===== config.mk =====
export PLATFORM = sky130hd
export DESIGN_NAME = uart_loader
export DESIGN_NICKNAME = d
export VERILOG_FILES = /design/src/rtl/uart_loader_pkg.sv /design/src/rtl/byte_fifo.sv /design/src/rtl/uart_loader.sv
export SDC_FILE = /design/constraint.sdc
export NUM_CORES = 1
export LEC_CHECK = 0
export CORE_UTILIZATION = 56
export CTS_BUF_LIST = sky130_fd_sc_hd__clkbuf_8
export CTS_CLUSTER_SIZE = 10
export DETAILED_ROUTE_END_ITERATION = 16
export GPL_TIMING_DRIVEN = 0
export PLACE_DENSITY = 0.78
export SLEW_MARGIN = 10
export SYNTH_ARGS = -nofsm -noshare
export SYNTH_HDL_FRONTEND = slang
export SYNTH_SLANG_ARGS = --single-unit

===== constraint.sdc =====
create_clock -name clk -period 2.63 [get_ports clk]
set_input_delay 0.526 -clock clk [delete_from_list [all_inputs] [get_ports clk]]
set_output_delay 0.526 -clock clk [all_outputs]
set_load 0.01 [all_outputs]

===== src/rtl/uart_loader_pkg.sv =====
// Shared types and constants for the UART program loader.
// Imported by the loader top level and its input FIFO.
package uart_loader_pkg;

    // Loader modes: length prefix, image body, runtime, aborted
    typedef enum logic [1:0] {
        S_LEN  = 2'd0,
        S_PROG = 2'd1,
        S_RUN  = 2'd2,
        S_ERR  = 2'd3
    } state_t;

    localparam int WORD_BYTES = 4;
    localparam int IDX_W      = 2;

endpackage


===== src/rtl/byte_fifo.sv =====
// Circular byte FIFO between the UART loader and the CPU input port.
// Head entry is presented combinationally from storage.
module byte_fifo
    import uart_loader_pkg::*;
#(
    parameter int FIFO_LOG2 = 4
) (
    input  logic       clk,
    input  logic       rst,
    input  logic       push,
    input  logic [7:0] din,
    input  logic       pop,
    output logic [7:0] dout,
    output logic       empty,
    output logic       full
);

    localparam int DEPTH = 1 << FIFO_LOG2;

    logic [7:0]         r_mem [DEPTH];
    logic [FIFO_LOG2-1:0] r_wp;
    logic [FIFO_LOG2-1:0] r_rp;
    logic [FIFO_LOG2:0]   r_cnt;
    logic               w_pop;
    logic               w_push;

    assign empty  = (r_cnt == '0);
    assign full   = (r_cnt == (FIFO_LOG2+1)'(DEPTH));
    assign w_pop  = pop && !empty;
    assign w_push = push && (!full || w_pop);
    assign dout   = r_mem[r_rp];

    // Storage write; cleared on reset so the head reads 0 out of reset
    always_ff @(posedge clk) begin
        if (rst) begin
            for (int i = 0; i < DEPTH; i++) begin
                r_mem[i] <= '0;
            end
        end else if (w_push) begin
            r_mem[r_wp] <= din;
        end
    end

    // Pointer and occupancy bookkeeping; pointers wrap modulo depth
    always_ff @(posedge clk) begin
        if (rst) begin
            r_wp  <= '0;
            r_rp  <= '0;
            r_cnt <= '0;
        end else begin
            if (w_push) begin
                r_wp <= r_wp + 1'b1;
            end
            if (w_pop) begin
                r_rp <= r_rp + 1'b1;
            end
            if (w_push && !w_pop) begin
                r_cnt <= r_cnt + 1'b1;
            end else if (w_pop && !w_push) begin
                r_cnt <= r_cnt - 1'b1;
            end
        end
    end

endmodule


===== src/rtl/uart_loader.sv =====
// Boot loader: length-prefixed little-endian image into instruction
// memory, then runtime bytes into a FIFO for the CPU input instruction.
module uart_loader
    import uart_loader_pkg::*;
#(
    parameter int ADDR_W    = 14,
    parameter int FIFO_LOG2 = 4
) (
    input  logic              clk,
    input  logic              rst,
    input  logic [7:0]        rdata,
    input  logic              rdata_ready,
    input  logic              ferr,
    output logic              imem_we,
    output logic [ADDR_W-1:0] imem_addr,
    output logic [31:0]       imem_wdata,
    output logic              load_done,
    output logic              load_err,
    output logic [7:0]        in_data,
    output logic              in_valid,
    input  logic              in_ready,
    output logic              ovf
);

    localparam logic [31:0] MAX_WORDS = 32'(1) << ADDR_W;

    state_t            r_state;
    state_t            w_next;
    logic [IDX_W-1:0]  r_idx;
    logic [23:0]       r_asm;
    logic [ADDR_W:0]   r_cnt;
    logic [ADDR_W:0]   r_len;
    logic              r_we;
    logic [ADDR_W-1:0] r_addr;
    logic [31:0]       r_wdata;
    logic              r_ovf;

    logic [31:0]       w_word;
    logic              w_last;
    logic              w_img_done;
    logic              w_take;
    logic              w_push;
    logic              w_pop;
    logic              w_empty;
    logic              w_full;
    logic              w_drop;

    // The current byte completes the word in the upper lane
    assign w_word     = {rdata, r_asm};
    assign w_last     = (r_idx == IDX_W'(WORD_BYTES - 1));
    assign w_img_done = (r_cnt == r_len);
    assign w_take     = rdata_ready && !ferr &&
                        ((r_state == S_LEN) ||
                         (r_state == S_PROG && !w_img_done));
    assign w_push     = rdata_ready && !ferr && (r_state == S_RUN);
    assign w_pop      = in_ready && !w_empty;
    assign w_drop     = (r_state == S_RUN) && rdata_ready &&
                        (ferr || (w_full && !w_pop));

    // Mode register
    always_ff @(posedge clk) begin
        if (rst) begin
            r_state <= S_LEN;
        end else begin
            r_state <= w_next;
        end
    end

    // Mode transitions; PROG leaves one cycle after the last write pulse
    always_comb begin
        w_next = r_state;
        unique case (r_state)
            S_LEN: begin
                if (rdata_ready) begin
                    if (ferr) begin
                        w_next = S_ERR;
                    end else if (w_last) begin
                        if (w_word > MAX_WORDS) begin
                            w_next = S_ERR;
                        end else if (w_word == '0) begin
                            w_next = S_RUN;
                        end else begin
                            w_next = S_PROG;
                        end
                    end
                end
            end
            S_PROG: begin
                if (w_img_done) begin
                    w_next = S_RUN;
                end else if (rdata_ready && ferr) begin
                    w_next = S_ERR;
                end
            end
            S_RUN:   w_next = S_RUN;
            S_ERR:   w_next = S_ERR;
        endcase
    end

    // Byte-lane assembly, length capture, word writes and overflow flag
    always_ff @(posedge clk) begin
        if (rst) begin
            r_idx   <= '0;
            r_asm   <= '0;
            r_cnt   <= '0;
            r_len   <= '0;
            r_we    <= 1'b0;
            r_addr  <= '0;
            r_wdata <= '0;
            r_ovf   <= 1'b0;
        end else begin
            r_we <= 1'b0;
            if (w_drop) begin
                r_ovf <= 1'b1;
            end
            if (w_take) begin
                r_idx <= r_idx + 1'b1;
                if (!w_last) begin
                    r_asm[{r_idx, 3'b000} +: 8] <= rdata;
                end else if (r_state == S_LEN) begin
                    r_len <= w_word[ADDR_W:0];
                end else begin
                    r_we    <= 1'b1;
                    r_addr  <= r_cnt[ADDR_W-1:0];
                    r_wdata <= w_word;
                    r_cnt   <= r_cnt + 1'b1;
                end
            end
        end
    end

    byte_fifo #(
        .FIFO_LOG2 (FIFO_LOG2)
    ) u_fifo (
        .clk   (clk),
        .rst   (rst),
        .push  (w_push),
        .din   (rdata),
        .pop   (w_pop),
        .dout  (in_data),
        .empty (w_empty),
        .full  (w_full)
    );

    assign imem_we    = r_we;
    assign imem_addr  = r_addr;
    assign imem_wdata = r_wdata;
    assign load_done  = (r_state == S_RUN);
    assign load_err   = (r_state == S_ERR);
    assign in_valid   = !w_empty;
    assign ovf        = r_ovf;

endmodule


==> run metrics <==
Worst Setup End Kind=primary output; Residual DRC=0; worst slew pin tran=0.984 ns; Final ANT Viol Nets=0; worst hold-check path type=flip-flop to flip-flop; I/O pin count=72; count leader, synth=and2_1; worst-case clock buffer depth=3; switching share of power=25.0%; Post-synth EDFFs=128; Synth area leader=edfxtp_1; cell with the largest stage delay on the worst path=mux4_2; Pint=6.99 mW; async set-reset flop share out of synthesis=0%; area of the mapped netlist=11500 um2; Leakage=4.94 nW; First DRT Iteration DRCs=585; Final setup viols=9; Worst VDD drop=0.000426 V; Switch Pwr=2.33 mW; DR vias=7700; fin util=68.2%; Worst-Skew Late Latency=0.54 ns; ANT cells=0; post-DP HPWL=18.6 mm; area of the die=21100 um2; Mapped Nets=982; Std-Cell Rows=52; sequential area share after synthesis=54.9%; Root Driver=clkbuf_8; clock network power share=38.3%; Worst Path Required=2.10 ns; synth top area cells=edfxtp_1 33%, dfxtp_1 21%, mux4_2 7.8%; CTS clock-pin slew for the worst setup and hold paths=0.06 ns; max cap viols=0; nets=1113; CP arrival=2.36 ns; period utilization=110%; synth unique cells=43; pin count of the biggest net entering global routing=11; grt ovf=0; Hold Fails Final Rpt=0; fmax=347 MHz; Pre-antenna DRT Iters=5; clk_skew=0.00924 ns; fin area=13800 um2; Synth Flop Type=edfxtp_1; violated checks=negative setup slack; Sequential Power Share=46.4%; Cell Chain, Critical Path=buf_12, mux4_2, mux4_2, buf_6; Warnings, synthesis=0; via density per instance=5.56; most used cell along the critical path=mux4_2; H-tree depth=2; dpl ws=-0.989 ns; Seq cells post-synth=251; commonest cells in the netlist=130 x and2_1, 128 x edfxtp_1, 123 x dfxtp_1; family with the most delay on the worst path=multiplexers; setup repair after global routing missed its margin=true; number of global-route vias before repair=7791; Hold-fix buffers, CTS=0; Slew Limit Fails=0; drt wl/cell=19.7 um; Placement Cell Area=12600 um2; Syn-to-layout area delta=19.7%; Mapped Cells=953; global placement routability congestion=0.833; Die Height=145 um; Buf/Inv on CP=2; kind of critical path=flip-flop to primary output; Initial Util=56.9%; Core Area=20200 um2; die width=145 um; worst-path fanout max=10; max incr delay on CP=0.57 ns; max_slew headroom=34.3%; Mean Syn Cell Area=12.1 um2; startpoint types=flip-flop; status=complete, but fails checks; post-layout min period=2.88 ns; PwrDens=678 nW/um2; initial antenna violation count=0; CTS buffer count=42; first-pass GRT wire length=42.2 mm; total track usage=26.0%; Clock Sinks=251; layout cells sized above 1=18.3%; Worst Hold Slack=0.467 ns; PortBufs=70; reg-to-reg slack, setup=-0.01 ns; total wire length=27.2 mm; CTS tree=done; power share of the combinational group=15.3%; top-area cell type share of the netlist area=33.5%; Worst Slack Setup Final=-0.252 ns; Fillers=1493
## repair_timing
action                                  in CTS  in global routing
setup buffers                                8                  9
endpoints found under the setup margin     147                 58
resized for setup                           83                 16
pin swaps                                    3                  9
## worst register-to-register path: stages, from the launching register on
cell and delay, ns:
dfxtp_4 0.37, nor4_4 0.05, buf_4 0.14, a31oi_4 0.22
nand3_4 0.10, buf_6 0.15, clkinv_4 0.05, ha_4 0.14
inv_4 0.05, fa_2 0.36, a21o_1 0.19, a21oi_2 0.12
xnor2_1 0.10, or3_1 0.40, a21oi_2 0.13
## through the flow
stage,TNS [ns],power (mW),cells
floorplan,0,5.18,953
global placement,-160.30,5.56,1293
detailed placement,-151.75,5.60,1294
CTS,-1.92,9.26,1377
global route,-2.45,9.64,1386
finish,-1.74,9.32,1386
## cells by family (layout without fill, tap and decap cells)
logic type | Yosys count | after routing | share of synthesized area [%]
AOI/OAI and AO/OA | 55 | 55 | 2.47
xor gates and xnor gates | 24 | 24 | 1.83
adders and majority gates | 16 | 16 | 1.81
buffers and inverters | 61 | 224 | 2.40
DFF | 251 | 251 | 54.9
muxes | 116 | 116 | 14.6
and+or+nand+nor | 430 | 430 | 22.0
## metal layers
metal | share of wire [%] | global-route usage, % | vias to the layer above
met4 | 2.7 | 9.84 | 0
met5 | 0 | 0 | -
met1 | 41 | 31.9 | 3796
met2 | 52 | 46.0 | 210
met3 | 4.3 | 4.18 | 50
li1 | - | - | 3644
## flip-flops by register name (all words and copies together), names as in the netlist, named ones only
name,cells
imem_addr,14
imem_wdata,32
imem_we,1
ovf,1
r_asm,24
r_cnt,15
r_idx,2
r_len,15
r_state,2
u_fifo.r_cnt,5
u_fifo.r_mem,128
u_fifo.r_rp,4
u_fifo.r_wp,4
## layout make-up
class                   instances  area, um2  area share, %
plain buffers                  53        302           2.19
well taps                     270        338           2.46
inverters                       7       33.8          0.246
repair buffers                 88        818           5.95
clock inverters                26        185           1.35
clock buffers                  50        688           5.00
multi-input cells             641       5060           36.8
flip-flops and latches        251       6320           46.0
## power groups by stage
stage                     clock network [mW]  registers (mW)  logic, mW
after floorplan                            0            4.35      0.829
after global placement                     0            4.37       1.19
after detailed placement                   0            4.38       1.22
after CTS                               3.61            4.33       1.32
after global routing                    3.78            4.34       1.52
final                                   3.57            4.33       1.42
## path summary, 6_finish.rpt
| path | end | startpoint | cells after the start |
|---|---|---|---|
| worst max register to register | u_fifo.r_cnt[4]$_SDFFE_PP0P_ | u_fifo.r_cnt[1]$_SDFFE_PP0P_ | 14 |
| worst min register to register | r_len[14]$_SDFFE_PP0P_ | r_len[14]$_SDFFE_PP0P_ | 2 |
| worst max-delay path | in_data[1] | flip-flop | 4 |
| worst min-delay path | r_len[14]$_SDFFE_PP0P_ | r_len[14]$_SDFFE_PP0P_ | 2 |
## cells in the final DEF, fill, tap and decap left out, types with 9 or more instances in the layout
cell type	count
and2_1	130
edfxtp_1	128
dfxtp_1	118
nand2b_1	83
mux2i_1	68
nand2_1	62
clkdlybuf4s50_1	59
clkbuf_8	50
mux4_2	40
clkbuf_1	33
a21oi_1	33
nor2_1	24
buf_4	22
xnor2_1	19
nor2b_1	19
or2_2	18
nand3_1	17
o21ai_0	16
inv_1	15
ha_1	13
or3_1	12
nor4_1	10
buf_2	9
Power figures use the tool's default switching activity.
